--- src/rtl/led_scan_sequencer_pkg.sv ---
// Shared encodings and panel geometry for the 1/32-scan HUB75 row sequencer.
package led_scan_sequencer_pkg;

    localparam logic [2:0] ST_IDLE  = 3'd0;
    localparam logic [2:0] ST_SHIFT = 3'd1;
    localparam logic [2:0] ST_DRAIN = 3'd2;
    localparam logic [2:0] ST_BLANK = 3'd3;
    localparam logic [2:0] ST_LATCH = 3'd4;
    localparam logic [2:0] ST_POST  = 3'd5;

    localparam int PANEL_COLS      = 64;
    localparam int PANEL_HALF_ROWS = 32;
    localparam int SHIFTS_PER_ROW  = 2 * PANEL_COLS;

    // Tag carried alongside each painter request through its latency.
    typedef struct packed {
        logic valid;
        logic bottom;
    } pix_tag_t;

endpackage

--- src/rtl/led_valid_delay.sv ---
// Fixed-latency shift register that tracks painter requests until rgb24 is valid.
module led_valid_delay
    import led_scan_sequencer_pkg::*;
#(
    parameter int DELAY = 2
) (
    input  logic     clk,
    input  logic     reset,
    input  pix_tag_t tag_in,
    output pix_tag_t tag_out
);

    pix_tag_t [DELAY:1] vld_pipe;

    always_ff @(posedge clk) begin
        if (reset) begin
            vld_pipe <= '0;
        end else begin
            vld_pipe[1] <= tag_in;
            for (int i = 2; i <= DELAY; i++) vld_pipe[i] <= vld_pipe[i-1];
        end
    end

    assign tag_out = vld_pipe[DELAY];

endmodule

--- src/rtl/led_scan_sequencer.sv ---
// Row sequencer: painter request stream, pixel strobe alignment, blank/latch timing, PWM counters.
module led_scan_sequencer
    import led_scan_sequencer_pkg::*;
#(
    parameter int FRAME_BITS   = 12,
    parameter int DELAY        = 2,
    parameter int SUBFRAMES    = 256,
    parameter int BLANK_CYCLES = 2
) (
    input  logic                  clk,
    input  logic                  reset,
    input  logic                  enable,
    output logic [FRAME_BITS-1:0] frame,
    output logic [7:0]            subframe,
    output logic [5:0]            x,
    output logic [5:0]            y,
    output logic                  req_valid,
    output logic                  pix_valid,
    output logic                  pix_bottom,
    output logic                  shift_clk_en,
    output logic [4:0]            row_addr,
    output logic                  blank,
    output logic                  latch,
    output logic                  frame_done
);

    logic [2:0] state;
    logic [6:0] cnt;
    logic [4:0] shift_row;
    logic       en_q;
    logic       latched_once;
    logic       last_cnt;
    pix_tag_t   tag_in;
    pix_tag_t   tag_out;

    // One shared phase counter; last_cnt marks the final cycle of the current state.
    always_comb begin
        last_cnt = 1'b1;
        case (state)
            ST_SHIFT:          last_cnt = (cnt == 7'(SHIFTS_PER_ROW - 1));
            ST_DRAIN:          last_cnt = (cnt == 7'(DELAY - 1));
            ST_BLANK, ST_POST: last_cnt = (cnt == 7'(BLANK_CYCLES - 1));
            default:           last_cnt = 1'b1;
        endcase
    end

    always_ff @(posedge clk) begin
        if (reset) begin
            state        <= ST_IDLE;
            cnt          <= '0;
            shift_row    <= '0;
            subframe     <= '0;
            frame        <= '0;
            row_addr     <= '0;
            frame_done   <= 1'b0;
            en_q         <= 1'b0;
            latched_once <= 1'b0;
        end else begin
            en_q       <= enable;
            frame_done <= 1'b0;
            cnt        <= last_cnt ? '0 : cnt + 7'd1;
            case (state)
                ST_IDLE:  if (en_q) state <= ST_SHIFT;
                ST_SHIFT: if (last_cnt) state <= ST_DRAIN;
                ST_DRAIN: if (last_cnt) state <= ST_BLANK;
                ST_BLANK: if (last_cnt) begin
                    state        <= ST_LATCH;
                    row_addr     <= shift_row;
                    latched_once <= 1'b1;
                end
                ST_LATCH: state <= ST_POST;
                ST_POST: if (last_cnt) begin
                    state <= enable ? ST_SHIFT : ST_IDLE;
                    if (shift_row == 5'(PANEL_HALF_ROWS - 1)) begin
                        shift_row <= '0;
                        if (subframe == 8'(SUBFRAMES - 1)) begin
                            subframe   <= '0;
                            frame      <= frame + FRAME_BITS'(1);
                            frame_done <= 1'b1;
                        end else begin
                            subframe <= subframe + 8'd1;
                        end
                    end else begin
                        shift_row <= shift_row + 5'd1;
                    end
                end
                default: state <= ST_IDLE;
            endcase
        end
    end

    // Top pixel of each column first (c[0]=0), bottom half second.
    assign req_valid = (state == ST_SHIFT);
    assign x         = cnt[6:1];
    assign y         = {cnt[0], shift_row};
    assign latch     = (state == ST_LATCH);
    assign blank     = !((state == ST_SHIFT) || (state == ST_DRAIN)) || !latched_once;

    assign tag_in.valid  = req_valid;
    assign tag_in.bottom = req_valid & cnt[0];

    led_valid_delay #(.DELAY(DELAY)) u_valid_delay (
        .clk     (clk),
        .reset   (reset),
        .tag_in  (tag_in),
        .tag_out (tag_out)
    );

    assign pix_valid    = tag_out.valid;
    assign pix_bottom   = tag_out.bottom;
    assign shift_clk_en = tag_out.valid & tag_out.bottom;

endmodule

--- config.mk ---
export PLATFORM = sky130hd
export DESIGN_NAME = led_scan_sequencer
export DESIGN_NICKNAME = d
export VERILOG_FILES = /design/src/rtl/led_scan_sequencer_pkg.sv /design/src/rtl/led_valid_delay.sv /design/src/rtl/led_scan_sequencer.sv
export SDC_FILE = /design/constraint.sdc
export NUM_CORES = 1
export LEC_CHECK = 0
export BUFFER_PORTS_ARGS = -buffer_cell sky130_fd_sc_hd__buf_2
export CORE_MARGIN = 4
export CORE_UTILIZATION = 59
export DETAILED_ROUTE_END_ITERATION = 16
export HOLD_SLACK_MARGIN = 0.03
export PLACE_DENSITY = 0.84
export SLEW_MARGIN = 30
export SYNTH_ARGS = -nofsm -noshare
export SYNTH_HDL_FRONTEND = slang
export SYNTH_SLANG_ARGS = --single-unit
--- constraint.sdc ---
create_clock -name clk -period 5.7 [get_ports clk]
set_input_delay 0 -clock clk [delete_from_list [all_inputs] [get_ports clk]]
set_output_delay 0 -clock clk [all_outputs]
set_load 0.03 [all_outputs]
# After elaboration in Yosys (flattened, before gate mapping)
# Index checks and enable logic that the tools add are counted.
# word_totals
ff_bits	47
inputBits	3
out_inout_bits	44
elab_cells	60
# classes
addsub	4
n_eq_ne	14
n_mux	11
n_bitwise	5
n_reduce_logical	13
# op_table
op	count
$pmux W3 S6	1
$mux W3	5
$add A12 B1 Y12 const B	1
$add A8 B1 Y8 const B	1
$eq A8 B8 Y1 const B	1
$mux W8	1
$ne A2 B2 Y1 const B	4
$add A7 B1 Y7 const B	1
$eq A7 B1 Y1 const B	1
$eq A7 B7 Y1 const B	1
$eq A3 B2 Y1 const B	2
$eq A3 B3 Y1 const B	2
$add A5 B1 Y5 const B	1
$eq A5 B5 Y1 const B	1
$mux W5	1
$reduce_and A5 Y1	1
$reduce_and A2 Y1	2
$reduce_and A4 Y1	1
$reduce_or A4 Y1	1
$eq A3 B1 Y1 const B	1
$logic_not A3 Y1	1
$not A1 Y1	3
$reduce_and A3 Y1	1
$reduce_or A3 Y1	1
other kinds (7)	11

# Logic depth before layout (Yosys ltp)
# logic_depth
word_depth	5
ltp_mapped	8
mapped_depth_nobuf	7

# Hierarchy
# From an unflattened synthesis, not the netlist that was laid out.
# hier_totals
cells_unflattened	254
hier_area_um2	2223.4
# by_module_without_submodules
mod	n_inst	cells_each	area_per_inst_um2	seq_area_each_um2
led_scan_sequencer	1	244	2103.3	860.8
led_valid_delay	1	10	120.1	80.1

# Worst setup path after synthesis
# OpenSTA, ideal clock, no wires.
# synth_path
kind	reg2reg
startpoint	register shift_row[0]
endpoint	register frame[2]
setup_time_ps	121
arrival_ps	2445
t_required_ps	5579
setup_slack_ps	3134
path_stages_with_launch	9
path_buffers	1
period_less_slack_ps	2566
path_cell_list	dfxtp_1 ha_1 and3_1 ha_1 and3_1 nand4_1 buf_1 a2111oi_0 mux2_2
# synth_via
elab_chain_len	2
# synth_rtl
element	line_no	text
start: declaration	led_scan_sequencer.sv:29	logic [4:0] shift_row;
start signal: assignment	led_scan_sequencer.sv:84	shift_row <= shift_row + 5'd1;
$eq A5 B5 Y1	led_scan_sequencer.sv:74	if (shift_row == 5'(PANEL_HALF_ROWS - 1)) begin
$reduce_and A4 Y1 (no source line)	--	
end signal: assignment	led_scan_sequencer.sv:78	frame <= frame + FRAME_BITS'(1);
end: declaration	led_scan_sequencer.sv:13	output logic [FRAME_BITS-1:0] frame,
# Every way passes these cells.
# A chain may end at the register's enable or synchronous reset.

# Final worst setup path
# layout_path
startpoint	register shift_row[0]
endpoint	register frame[3]
# Same word-level chain as after synthesis.

==> flow_metrics.env <==
export IMPL_worstMarginPinSlew_ns=0.775
export IMPL_place_area_mm2=0.00268
export IMPL_clk_pin_slew_worst_paths_ns=0.08
export IMPL_r2r_cells=7
export IMPL_total_power_uw=544
export IMPL_grt_overflow=0
export IMPL_critPathMaxFanout=12
export IMPL_yosys_top_cells_count="47 x dfxtp_1, 24 x nor2_1, 19 x nor2b_1"
export IMPL_ioPinCount=47
export IMPL_ys_ff_latch=47
export IMPL_viasPerCell=5.88
export IMPL_die_h_um=72.6
export IMPL_clock_latency_ns=0.29
export IMPL_max_cap_violations=0
export IMPL_layout_nets=319
export IMPL_critPathRequiredTime_ns=5.88
export IMPL_drt_wl_total_um=5160
export IMPL_p_per_area_mw_per_mm2=195
export IMPL_dr_pass1_iters=4
export IMPL_post_cts_setup_buffers=0
export IMPL_htreeDepth=2
export IMPL_stdcell_count=362
export IMPL_timing_final_crit_share_pct=52.6
export IMPL_dpl_hpwl_um=3580
export IMPL_start_kind="flop"
export IMPL_grt_pass1_vias=1865
export IMPL_rows=23
export IMPL_cp_slowest_cell="a2111oi_0"
export IMPL_syn_inst=273
export IMPL_synth_net_count=281
export IMPL_reg2reg_from="shift_row[0]"
export IMPL_synthTopCellsByArea="dfxtp_1 38%, mux2_2 5.9%, nor2b_1 4.8%, nor2_1 3.7%, mux2i_1 3.2%"
export IMPL_cts_sinks=47
export IMPL_finalWeightedCongestion=0.837
export IMPL_criticalPathCategory="flop to flop"
export IMPL_rsz0062_at_grt="false"
export IMPL_tns_ns=0
export IMPL_hp_class="primary input to flop"
export IMPL_fmax_mhz=334
export IMPL_dp_cells=352
export IMPL_area_delta_synth_final_pct=13.3
export IMPL_worstPathCellList="ha_1, and3_1, ha_1, and3_1, nand4_1, a2111oi_0, mux2_2"
export IMPL_antenna_found_initial=0
export IMPL_num_antenna_cells=0
export IMPL_port_buffers=46
export IMPL_ff2ff_setup_slack_ns=2.70
export IMPL_layout_min_cycle_time_ns=3.00
export IMPL_relSlewSlack_pct=48.4
export IMPL_skew_ns=0.00552
export IMPL_max_stage_delay_ns=0.63
export IMPL_wl_per_cell_um=14.3
export IMPL_synth_edf_count=0
export IMPL_synth_top_area_share_pct=38.2
export IMPL_clockBufferDepth=2
export IMPL_die_w_um=72.6
export IMPL_die_area_mm2=0.00528
export IMPL_final_setup_worst_slack_ns=2.70
export IMPL_regToRegEndpoint="frame[3]"
export IMPL_synth_area_leader_cell="dfxtp_1"
export IMPL_preCtsSetupSlack_ns=2.70
export IMPL_root_buffer="clkbuf_8"
export IMPL_yosysWarnings=0
export IMPL_start_util_pct=61.2
export IMPL_critPathLaunch="shift_row[0]"
export IMPL_drive_above_1_share_pct=24.4
export IMPL_p_leak_nw=1.13
export IMPL_outcome="completed"
export IMPL_ys_flop_type="dfxtp_1"
export IMPL_critPathCaptureType="flop"
export IMPL_setup_viol=0
export IMPL_first_iter_violations=152
export IMPL_ys_types=50
export IMPL_drc=0
export IMPL_drtAntennaViolNets=0
export IMPL_synthArstFlopShare_pct=0
export IMPL_ys_seq_area_share_pct=38.2
export IMPL_syn_area_mm2=0.00246
export IMPL_ir_worst_vdd_uv=158
export IMPL_core_mm2=0.00403
export IMPL_grt_pass1_wl_um=8660
export IMPL_drv_slew=0
export IMPL_grt_util_all_layers_pct=20.3
export IMPL_cp_arrival_ns=3.18
export IMPL_hold_viol=0
export IMPL_yosysMostFrequentCell="dfxtp_1"
export IMPL_crit_end="frame[3]"
export IMPL_cts_buffers=5
export IMPL_fin_area_mm2=0.00279
export IMPL_syn_avg_cell_area_um2=9.03
export IMPL_cts_tree="yes"
export IMPL_grt_max_degree=58
export IMPL_dr_total_vias=2129
## cells in the final DEF, fill, tap and decap left out, types with 7 or more instances in the layout
| cell | netlist | layout |
|---|---|---|
| nor2_1 | 24 | 24 |
| dfxtp_1 | 47 | 47 |
| nor3_1 | 8 | 8 |
| mux2_2 | 13 | 13 |
| a2111oi_0 | 9 | 9 |
| nand2_1 | 17 | 17 |
| a21oi_1 | 9 | 9 |
| nand4_1 | 9 | 9 |
| buf_2 | 1 | 46 |
| mux2i_1 | 8 | 8 |
| and3_1 | 7 | 7 |
| nor2b_1 | 19 | 19 |
| nand3_1 | 14 | 14 |
## through the flow
step                util, %  hold WS, ns
finish                 69.3        0.167
global route           69.3        0.209
CTS                    68.8        0.332
detailed placement     66.6        0.267
floorplan                 -        0.128
global placement       66.6        0.252
## power breakdown
| group | switching, mW | leakage, nW | internal (mW) | total [mW] |
|---|---|---|---|---|
| clock | 0.102 | 0.0422 | 0.0861 | 0.188 |
| sequential | 0.00298 | 0.379 | 0.330 | 0.333 |
| combinational | 0.0154 | 0.708 | 0.00733 | 0.0227 |
## cells by family (layout without fill, tap and decap cells)
kind of cell    Yosys count  count (layout)  synth area share (%)
simple gates            126             126                  28.1
compound gates           44              44                  15.3
flops                    47              47                  38.2
fa+ha+maj                 5               5                  2.54
buf+inv                  23              62                  4.16
mux                      22              22                  9.64
xor+xnor                  6               6                  2.13
## how the worst min path moves through the flow
stage | to | cells past startpoint | startpoint | slack (ns)
5_1_grt | frame[8] | 3 | reset | 0.21
4_1_cts | row_addr[3] | 2 | reset | 0.33
3_5_place_dp | en_q | 2 | enable | 0.27
6_report | frame[11] | 3 | reset | 0.17
2_1_floorplan | en_q | 1 | enable | 0.13
3_3_place_gp | en_q | 2 | enable | 0.25
## routing by layer
| metal | vias up | global-route usage, % | wire [um] |
|---|---|---|---|
| met1 | 989 | 27.2 | 2340 |
| met4 | 0 | 4.92 | 37 |
| li1 | 1074 | - | - |
| met2 | 61 | 33.0 | 2450 |
| met5 | - | 0 | 0 |
| met3 | 5 | 4.96 | 343 |
## registers in the layout, summed over array words and instances (netlist names), 2 cells and up
register                count
subframe                    8
frame                      12
shift_row                   5
u_valid_delay.vld_pipe      2
u_valid_delay.tag_out       2
row_addr                    5
state                       3
cnt                         7
## repair_timing
action	in CTS	in global routing
hold endpoints to repair	1	0
hold buffers	1	0
endpoints found under the setup margin	0	0
gates resized for setup	0	0
## layout make-up
| cell class | instances | area (um^2) |
|---|---|---|
| clock buffers | 7 | 76.3 |
| clock inverters | 1 | 5.00 |
| fillers | 339 | 1240 |
| inverters | 5 | 18.8 |
| multi-input cells | 203 | 1420 |
| flip-flops and latches | 47 | 941 |
| well taps | 50 | 62.6 |
| repair buffers | 49 | 268 |
## worst max-delay path, delay by kind of cell, from the launching register on
family	cells	cell delay [ns]
AND/OR/NAND/NOR	3	0.87
multiplexers	1	0.39
flip-flops	1	0.42
adder cells (fa/ha/maj)	2	0.57
AO/OA/AOI/OAI	1	0.63
Power figures use the tool's default switching activity.
